## src/rtl/mu0_sequencer.sv

```systemverilog
// MU0 control sequencer: instruction register, FETCH/EXEC1/EXEC2/HALT state machine, skip flag,
// saturating retired-instruction counter and decode of every datapath control line.
module mu0_sequencer #(
   parameter int IR_WIDTH  = 16,
   parameter int CNT_WIDTH = 16,
   parameter bit SKIP_EN   = 1'b1
) (
   input  logic                 clk_i,
   input  logic                 rst_n_i,
   input  logic [IR_WIDTH-1:0]  mem_rdata_i,
   input  logic                 mem_ready_i,
   input  logic                 eq_i,
   input  logic                 mi_i,
   input  logic                 run_i,
   output logic [IR_WIDTH-1:0]  ir_o,
   output logic                 fetch_o,
   output logic                 exec1_o,
   output logic                 exec2_o,
   output logic                 halted_o,
   output logic                 mux1_o,
   output logic                 mux3_o,
   output logic                 mux3_use_all_bits_o,
   output logic                 extra_o,
   output logic                 wren_o,
   output logic                 pc_sload_o,
   output logic                 pc_cnt_en_o,
   output logic                 acc_en_o,
   output logic                 acc_load_o,
   output logic                 acc_shiftin_o,
   output logic                 addsub_o,
   output logic                 skip_o,
   output logic [CNT_WIDTH-1:0] retired_o
);

   typedef enum logic [1:0] {
      ST_FETCH = 2'd0,
      ST_EXEC1 = 2'd1,
      ST_EXEC2 = 2'd2,
      ST_HALT  = 2'd3
   } state_e;

   localparam logic [3:0] OP_LDA = 4'h0;
   localparam logic [3:0] OP_STA = 4'h1;
   localparam logic [3:0] OP_ADD = 4'h2;
   localparam logic [3:0] OP_SUB = 4'h3;
   localparam logic [3:0] OP_JMP = 4'h4;
   localparam logic [3:0] OP_JMI = 4'h5;
   localparam logic [3:0] OP_JEQ = 4'h6;
   localparam logic [3:0] OP_STP = 4'h7;
   localparam logic [3:0] OP_LDI = 4'h8;
   localparam logic [3:0] OP_SKZ = 4'h9;
   localparam logic [3:0] OP_LSR = 4'hA;
   localparam logic [3:0] OP_ASR = 4'hB;

   state_e                state_q, state_d;
   logic [IR_WIDTH-1:0]   ir_q, ir_d;
   logic                  skip_q, skip_d;
   logic [CNT_WIDTH-1:0]  retired_q, retired_d;
   logic [3:0]            opcode_s;
   logic                  retire_s;
   logic                  take_s;

   assign opcode_s = ir_q[IR_WIDTH-1 -: 4];

   // Next-state and control decode; controls depend on memory handshake in the same cycle.
   always_comb begin
      state_d             = state_q;
      ir_d                = ir_q;
      take_s              = 1'b0;
      mux1_o              = 1'b0;
      mux3_o              = 1'b0;
      mux3_use_all_bits_o = 1'b0;
      extra_o             = 1'b0;
      wren_o              = 1'b0;
      pc_sload_o          = 1'b0;
      pc_cnt_en_o         = 1'b0;
      acc_en_o            = 1'b0;
      acc_load_o          = 1'b0;
      acc_shiftin_o       = 1'b0;
      addsub_o            = 1'b0;
      case (state_q)
         ST_FETCH: begin
            if (mem_ready_i) begin
               ir_d    = mem_rdata_i;
               state_d = ST_EXEC1;
            end else begin
               state_d = ST_FETCH;
            end
         end
         ST_EXEC1: begin
            state_d = ST_FETCH;
            case (opcode_s)
               OP_LDA, OP_ADD, OP_SUB: begin
                  // A skipped memory operand op never touches memory: retire straight away.
                  if (skip_q) begin
                     pc_cnt_en_o = 1'b1;
                  end else begin
                     mux1_o  = 1'b1;
                     extra_o = 1'b1;
                     state_d = ST_EXEC2;
                  end
               end
               OP_STA: begin
                  mux1_o      = 1'b1;
                  wren_o      = ~skip_q;
                  pc_cnt_en_o = mem_ready_i;
                  if (mem_ready_i) begin
                     state_d = ST_FETCH;
                  end else begin
                     state_d = ST_EXEC1;
                  end
               end
               OP_JMP, OP_JMI, OP_JEQ: begin
                  take_s      = ~skip_q & ((opcode_s == OP_JMP) |
                                           ((opcode_s == OP_JMI) & mi_i) |
                                           ((opcode_s == OP_JEQ) & eq_i));
                  pc_sload_o  = take_s;
                  pc_cnt_en_o = ~take_s;
               end
               OP_STP: begin
                  if (skip_q) begin
                     pc_cnt_en_o = 1'b1;
                  end else begin
                     state_d = ST_HALT;
                  end
               end
               OP_LDI: begin
                  acc_en_o    = ~skip_q;
                  acc_load_o  = ~skip_q;
                  mux3_o      = ~skip_q;
                  pc_cnt_en_o = 1'b1;
               end
               OP_LSR, OP_ASR: begin
                  acc_en_o            = ~skip_q;
                  mux3_use_all_bits_o = 1'b1;
                  acc_shiftin_o       = (opcode_s == OP_ASR) & mi_i;
                  pc_cnt_en_o         = 1'b1;
               end
               default: begin
                  pc_cnt_en_o = 1'b1;
               end
            endcase
         end
         ST_EXEC2: begin
            mux1_o              = 1'b1;
            addsub_o            = (opcode_s == OP_ADD);
            mux3_o              = (opcode_s == OP_LDA);
            mux3_use_all_bits_o = (opcode_s == OP_LDA);
            if (mem_ready_i) begin
               acc_en_o    = 1'b1;
               acc_load_o  = 1'b1;
               pc_cnt_en_o = 1'b1;
               state_d     = ST_FETCH;
            end else begin
               state_d = ST_EXEC2;
            end
         end
         ST_HALT: begin
            if (run_i) begin
               pc_cnt_en_o = 1'b1;
               state_d     = ST_FETCH;
            end else begin
               state_d = ST_HALT;
            end
         end
         default: begin
            state_d = ST_FETCH;
         end
      endcase
   end

   // An instruction completes whenever an execute state hands back to FETCH or enters HALT.
   always_comb begin
      retire_s = ((state_q == ST_EXEC1) || (state_q == ST_EXEC2)) &&
                 ((state_d == ST_FETCH) || (state_d == ST_HALT));
      if (retire_s) begin
         skip_d = (SKIP_EN == 1'b1) && (opcode_s == OP_SKZ) && !skip_q && eq_i;
      end else begin
         skip_d = skip_q;
      end
      if (retire_s && (retired_q != {CNT_WIDTH{1'b1}})) begin
         retired_d = retired_q + {{(CNT_WIDTH-1){1'b0}}, 1'b1};
      end else begin
         retired_d = retired_q;
      end
   end

   // Sequencer state, instruction register, skip flag and retired counter.
   always_ff @(posedge clk_i or negedge rst_n_i) begin
      if (!rst_n_i) begin
         state_q   <= ST_FETCH;
         ir_q      <= {IR_WIDTH{1'b0}};
         skip_q    <= 1'b0;
         retired_q <= {CNT_WIDTH{1'b0}};
      end else begin
         state_q   <= state_d;
         ir_q      <= ir_d;
         skip_q    <= skip_d;
         retired_q <= retired_d;
      end
   end

   assign ir_o      = ir_q;
   assign fetch_o   = (state_q == ST_FETCH);
   assign exec1_o   = (state_q == ST_EXEC1);
   assign exec2_o   = (state_q == ST_EXEC2);
   assign halted_o  = (state_q == ST_HALT);
   assign skip_o    = skip_q;
   assign retired_o = retired_q;

endmodule

```

## config.mk

```make
export PLATFORM = sky130hd
export DESIGN_NAME = mu0_sequencer
export DESIGN_NICKNAME = d
export VERILOG_FILES = /design/src/rtl/mu0_sequencer.sv
export SDC_FILE = /design/constraint.sdc
export NUM_CORES = 1
export LEC_CHECK = 0
export CAP_MARGIN = 5
export CORE_MARGIN = 5
export CORE_UTILIZATION = 44
export DETAILED_ROUTE_END_ITERATION = 10
export GPL_ROUTABILITY_DRIVEN = 0
export HOLD_SLACK_MARGIN = 0.08
export PLACE_DENSITY = 0.89
export SLEW_MARGIN = 20
export SYNTH_ARGS = -nofsm -noshare
export SYNTH_HDL_FRONTEND = slang
export SYNTH_SLANG_ARGS = --single-unit
```

## constraint.sdc

```tcl
create_clock -name clk_i -period 2.9 [get_ports clk_i]
set_input_delay 0.58 -clock clk_i [delete_from_list [all_inputs] [get_ports clk_i]]
set_output_delay 0.58 -clock clk_i [all_outputs]
set_load 0.05 [all_outputs]
```

==> results of run 1 <==
[per-stage QoR]
step           power [mW]  worst slack (ps)
4_1_cts              2.38              4.51
5_1_grt              2.49              46.7
2_1_floorplan        1.53              4.23
6_report             2.36               133
3_5_place_dp         1.92              53.8
3_3_place_gp         1.90               127
[path summary, 6_finish.rpt]
path / end / startpoint / slack (ps) / cells after the start
max: pc_cnt_en_o / mi_i / 130 / 8
min: retired_o[8]$_DFFE_PN0P_ / retired_o[8]$_DFFE_PN0P_ / 500 / 1
max reg2reg: retired_o[14]$_DFFE_PN0P_ / state_q[1]$_DFF_PN0_ / 270 / 9
min reg2reg: retired_o[8]$_DFFE_PN0P_ / retired_o[8]$_DFFE_PN0P_ / 500 / 1
max in group asynchronous: retired_o[3]$_DFFE_PN0P_ / rst_n_i / 1880 / 2
min in group asynchronous: retired_o[0]$_DFFE_PN0P_ / rst_n_i / 720 / 2
[flip-flops by register name (all words and copies together), names as in the netlist]
signal / flops
ir_o: 16
retired_o: 16
skip_o: 1
state_q: 2
[kinds of logic (layout without fill, tap and decap cells)]
| logic type | count (synthesis) | in the layout | share of synthesized area |
|---|---|---|---|
| simple gates | 78 | 78 | 0.226 |
| flops | 35 | 35 | 0.464 |
| compound gates | 18 | 18 | 0.0689 |
| mux | 18 | 18 | 0.109 |
| xor+xnor | 14 | 14 | 0.0649 |
| buf+inv | 13 | 85 | 0.0344 |
| fa+ha+maj | 5 | 5 | 0.0331 |
[power groups by stage]
| stage | Sequential, mW | Combinational [mW] | Clock [mW] |
|---|---|---|---|
| after floorplan | 1.08 | 0.453 | 0 |
| after global placement | 0.737 | 1.16 | 0 |
| after detailed placement | 0.745 | 1.18 | 0 |
| after CTS | 0.737 | 1.18 | 0.464 |
| after global routing | 0.763 | 1.24 | 0.490 |
| final | 0.738 | 1.17 | 0.453 |
[critical path, delay by kind of cell]
kind	cells	cell delay, ps
AOI/OAI and AO/OA	5	880
buffers and inverters	3	730
[final cells by class]
| type | count | area, um^2 | share of cell area |
|---|---|---|---|
| sequential | 35 | 876 | 0.313 |
| inverter | 5 | 18.8 | 0.00671 |
| clock inverter | 2 | 35.0 | 0.0125 |
| tap | 50 | 62.6 | 0.0224 |
| clock buffer | 6 | 82.6 | 0.0295 |
| timing repair buffer | 72 | 756 | 0.270 |
| multi-input combinational | 133 | 966 | 0.345 |
[routing by layer]
layer	vias up	share of wire	track usage
met4	0	0.0078	0.0408
met2	45	0.50	0.289
met3	6	0.080	0.0620
met1	768	0.42	0.215
li1	782	-	-
met5	-	0	0
[cells in the final DEF (no fill, tap or decap), types with 7 or more instances in the layout]
master / instances
nand3_1: 7
xnor2_1: 14
nor3_1: 7
nor2_1: 13
nand2_1: 16
mux2_2: 17
nand2b_1: 7
dfrtp_1: 35
nand4_1: 7
clkdlybuf4s50_1: 58
==> key figures, run 1 <==
Clock network
  • CTS Buf Count: 5
  • CTS tree: yes
  • Clk buf depth: 2
  • CTS sink count: 35
  • Clock root cell: clkbuf_8
  • Hold-fix buffers at CTS: 0
  • # resized after CTS: 0
  • Reg clk slew, reported paths: 70 ps
  • Post-CTS Setup Repair Bufs: 0
  • H-tree levels: 2
  • Clk_lat worst skew: 280 ps

Outcome
  • Outcome: complete, no violations

Power
  • Power Internal: 1.32 mW
  • LEAKAGE: about 1.2 nW
  • Combinational power share: 0.496
  • VDD IR-drop max: 0.566 mV
  • Sw frac: 0.440
  • Clk pwr share: 0.192
  • Pwr dens: 845 nW/um^2
  • Reg power frac: 0.313
  • NetSw: 1.04 mW

STA
  • Final hold violation count: 0
  • Slew @ Worst Pin: 651 ps
  • # setup viols final: 0
  • Slew headroom: 0.563
  • Clock Skew: 3.87 ps
  • Final Cycle Share: 0.954
  • Setup repair after global routing missed its margin: no
  • Setup tns final: 0 ps
  • Minimum clock period: around 2800 ps
  • Max Slew Vio Count: 0
  • Fmax: 361 MHz
  • Hold slack: 501 ps

Routing
  • DRT antenna net count: 0
  • Vias per inst: around 5.3
  • Router iterations before antenna repair: 4
  • Iter 0 DRT Violations: 78
  • Per-cell routed wire length: 14.7 um
  • Drt drc: 0
  • WL final: 4.47 mm
  • Via count: 1601

Run
  • Maxcap violations: 0

Floorplan
  • Full die area: 5700 um^2
  • Core Area: between 4000 and 5000 um^2
  • Rows: 23
  • Io pins: 70
  • Die Ht: 75.5 um
  • Initial Utilization: 0.462
  • Die X: 75.5 um

Synthesis
  • Top-count cell post-synth: dfrtp_1
  • Post-Syn Area: 1890 um^2
  • Syn. warnings: 0
  • Net count after synthesis: 208
  • Cell variety after synth: 38
  • Top FF cell, synth: dfrtp_1
  • Synth top area share: 0.464
  • Async S/R FF share, synth: 1.00
  • Mapped Cells: 181
  • Synth top cells by count: 35 x dfrtp_1, 17 x mux2_2, 16 x nand2_1
  • Yosys top cell by area: dfrtp_1
  • Post-synth EDFFs: 0
  • FF+latch count, synth: 35
  • Sequential fraction of the synthesis area: 0.464
  • Top post-synthesis cells by area: dfrtp_1 46%, mux2_2 10%, xnor2_1 6.5%
  • Mean area per synthesized cell: 10.4 um^2

Setup path
  • Required @ worst endpoint: 2320 ps
  • Startpoint types: primary input
  • Worst EP arrival: 2190 ps
  • CP max-delay cell: clkdlybuf4s50_1
  • Crit-path max FO: 2
  • Setup CP Type: primary input to primary output
  • Slowest stage delay, CP: approximately 480 ps
  • Crit. End Element: primary output
  • Crit-path cells: clkdlybuf4s50_1 > inv_1 > a21oi_1 > o22ai_1 > a221o_1 > o21ai_1 > a31oi_2 > buf_4

Finish
  • Synthesis-to-finish area growth: 48.0%
  • Fill cells: 298
  • Share of layout cells above drive strength 1: 0.170
  • Post-route insts no fill: 303
  • Design Area, Final: approximately 2800 um^2
  • Ant. Diodes: 0
  • Fin util: 0.684
  • Layout Nets: 279

Placed design
  • Post-DP HPWL: 3.38 mm
  • Port Buffers: 69
  • DP Area: 2670 um^2
  • Cell count after placement: roughly 300

Global routing
  • Largest net degree at the start of global routing: 36
  • Global-route wire length before repair: about 7.5 mm
  • Vias in the first global route: 1688
  • Initial antenna violation count: 0
  • Tot GR Track Use: 0.173
  • Grt total ovfl: 0

Hold path
  • Hold/Removal Path Class: register to register
Note: power is estimated with default switching activity, not from simulation.
==> inputs of run 2 (changes only) <==
--- a/config.mk
+++ b/config.mk
@@ -6,6 +6,7 @@
 export NUM_CORES = 1
 export LEC_CHECK = 0
 export CAP_MARGIN = 5
+export CORE_ASPECT_RATIO = 1.1
 export CORE_MARGIN = 5
 export CORE_UTILIZATION = 44
 export DETAILED_ROUTE_END_ITERATION = 10
==> run 2 against run 1 <==
Effect of this change: cell count rose by 2.0%; utilization shrank 2.6 points; highest routed layer unchanged; critical path type unchanged; design area decreased by 0.54%.
==> key figures, run 2 (synthesized netlist as in run 1, its figures left out) <==
STA
  • Final Cycle Share: 0.948
  • Setup tns final: 0 ps
  • Worst setup margin: 152 ps
  • Final hold violation count: 0
  • Fmax: roughly 360 MHz
  • Max Slew Vio Count: 0
  • Hold slack: 360 ps
  • Slew @ Worst Pin: 758 ps
  • Clock Skew: 3.70 ps
  • Slew headroom: 0.495
  • Minimum clock period: about 2700 ps
  • Setup repair after global routing missed its margin: no
  • # setup viols final: 0

Setup path
  • FF-to-FF setup slack: about 330 ps
  • Startpoint types: primary input
  • Worst r2r src: state_q[1]$_DFF_PN0_
  • Crit-path max FO: 2
  • Critical R2R Capture: retired_o[7]$_DFFE_PN0P_
  • Slowest stage delay, CP: 480 ps
  • Crit. End Element: primary output
  • Worst r2r path cells: 9
  • Required @ worst endpoint: 2320 ps
  • Crit-path cells: clkdlybuf4s50_1 > inv_1 > a21oi_1 > o22ai_1 > a221o_1 > o21ai_1 > a31oi_2 > buf_4
  • Setup CP Type: primary input to primary output
  • Worst EP arrival: ~2200 ps
  • CP max-delay cell: clkdlybuf4s50_1

Routing
  • DRT antenna net count: 0
  • Vias per inst: roughly 5.3
  • Via count: 1638
  • Per-cell routed wire length: roughly 15 um
  • Drt drc: 0
  • Iter 0 DRT Violations: 88
  • WL final: 4.60 mm
  • Router iterations before antenna repair: 4

Floorplan
  • Die Ht: 78.7 um
  • Initial Utilization: 0.447
  • Core Area: 4220 um^2
  • Die X: 72.5 um
  • Full die area: 5710 um^2
  • Rows: 25
  • Io pins: 70

Power
  • Pwr dens: 829 nW/um^2
  • Sw frac: 0.453
  • NetSw: 1.04 mW
  • Combinational power share: 0.514
  • Power Internal: 1.26 mW
  • Clk pwr share: 0.169
  • Reg power frac: 0.316
  • LEAKAGE: 1.18 nW
  • VDD IR-drop max: 0.630 mV

Finish
  • Commonest non-fill, non-tap cell in the layout: clkdlybuf4s50_1
  • Share of layout cells above drive strength 1: 0.180
  • Synthesis-to-finish area growth: 47.2%
  • Layout Nets: 281
  • Ant. Diodes: 0
  • Fill cells: 346
  • Most frequent cells in the layout: 57 x clkdlybuf4s50_1, 35 x dfrtp_1, 17 x mux2_2
  • Fin util: 0.659

Clock network
  • Reg clk slew, reported paths: 70 ps
  • Clock root cell: clkbuf_8
  • Clk_lat worst skew: 280 ps
  • CTS Buf Count: 5
  • H-tree levels: 2
  • CTS sink count: 35
  • Clk buf depth: 2
  • CTS tree: yes
  • Post-CTS Setup Repair Bufs: 0

Global routing
  • Global-route wire length before repair: around 7.9 mm
  • Largest net degree at the start of global routing: 36
  • Tot GR Track Use: 0.173
  • Grt total ovfl: 0
  • Vias in the first global route: 1682
  • Initial antenna violation count: 0

Placed design
  • Post-DP HPWL: 3.53 mm
  • Port Buffers: between 60 and 70
  • Pre-CTS setup slack: ~97 ps

Outcome
  • Outcome: complete, no violations

Run
  • Maxcap violations: 0

Hold path
  • Hold/Removal Path Class: primary input to asynchronous set/reset pin
## run 2: changes by cell type in the layout (fill, tap and decap cells not counted)
| cell | delta |
|---|---|
| clkbuf_8 | +1 |
| buf_4 | +3 |
| bufinv_16 | -1 |
| clkinvlp_4 | +1 |
| clkdlybuf4s50_1 | -1 |
| clkinv_2 | -1 |
| buf_12 | -1 |
| buf_2 | +1 |
| dlygate4sd2_1 | +1 |
| dlymetal6s2s_1 | -1 |
## run 2: metal layers
metal  routed length (um)  global-route usage  vias up
met5                    0                   0        -
met2                 2410               0.312       51
met3                  366              0.0570        7
met1                 1760               0.193      798
li1                     -                   -      782
met4                   56              0.0498        0
## run 2: worst max-delay path by stage
stage,start,to,cells after the start
global route,mi_i,pc_cnt_en_o,8
CTS,state_q[0]$_DFF_PN0_,mux3_use_all_bits_o,7
floorplan,state_q[0]$_DFF_PN0_,addsub_o,4
finish,mi_i,pc_cnt_en_o,8
global placement,mi_i,pc_cnt_en_o,8
detailed placement,mi_i,pc_cnt_en_o,8
## run 2: what timing repair did
| item | 4_1_cts | 5_1_grt |
|---|---|---|
| hold buffers | 0 | 0 |
| endpoints found under the setup margin | 1 | 4 |
| hold endpoints to repair | 0 | 0 |
| gates resized for setup | 1 | 4 |
| pin swaps | 0 | 0 |
## run 2: metrics by stage
step	std cells	total power [mW]	cell area, um^2
global placement	301	1.90	2670
floorplan	181	1.53	1910
global route	309	2.43	2780
detailed placement	301	1.93	2670
CTS	309	2.33	2770
finish	309	2.31	2780
## run 2: worst max-delay path: cells and delay by family
| family | cells | cell delay, ps |
|---|---|---|
| buffers and inverters | 3 | 740 |
| AO/OA/AOI/OAI | 5 | 840 |
## run 2: layout make-up
type,count,area (um^2),area share
clock buffers,7,96.3,0.0346
clock inverters,1,7.51,0.00270
inverters,5,18.8,0.00675
multi-input cells,133,966,0.347
flip-flops and latches,35,876,0.315
well taps,54,67.6,0.0243
repair buffers,74,749,0.269
## run 2: power by group through the flow
stage / Sequential, mW / Combinational, mW / Clock [mW]
floorplan: 1.08 / 0.453 / 0
global placement: 0.727 / 1.17 / 0
detailed placement: 0.737 / 1.19 / 0
CTS: 0.729 / 1.20 / 0.400
global route: 0.755 / 1.25 / 0.428
finish: 0.729 / 1.19 / 0.391
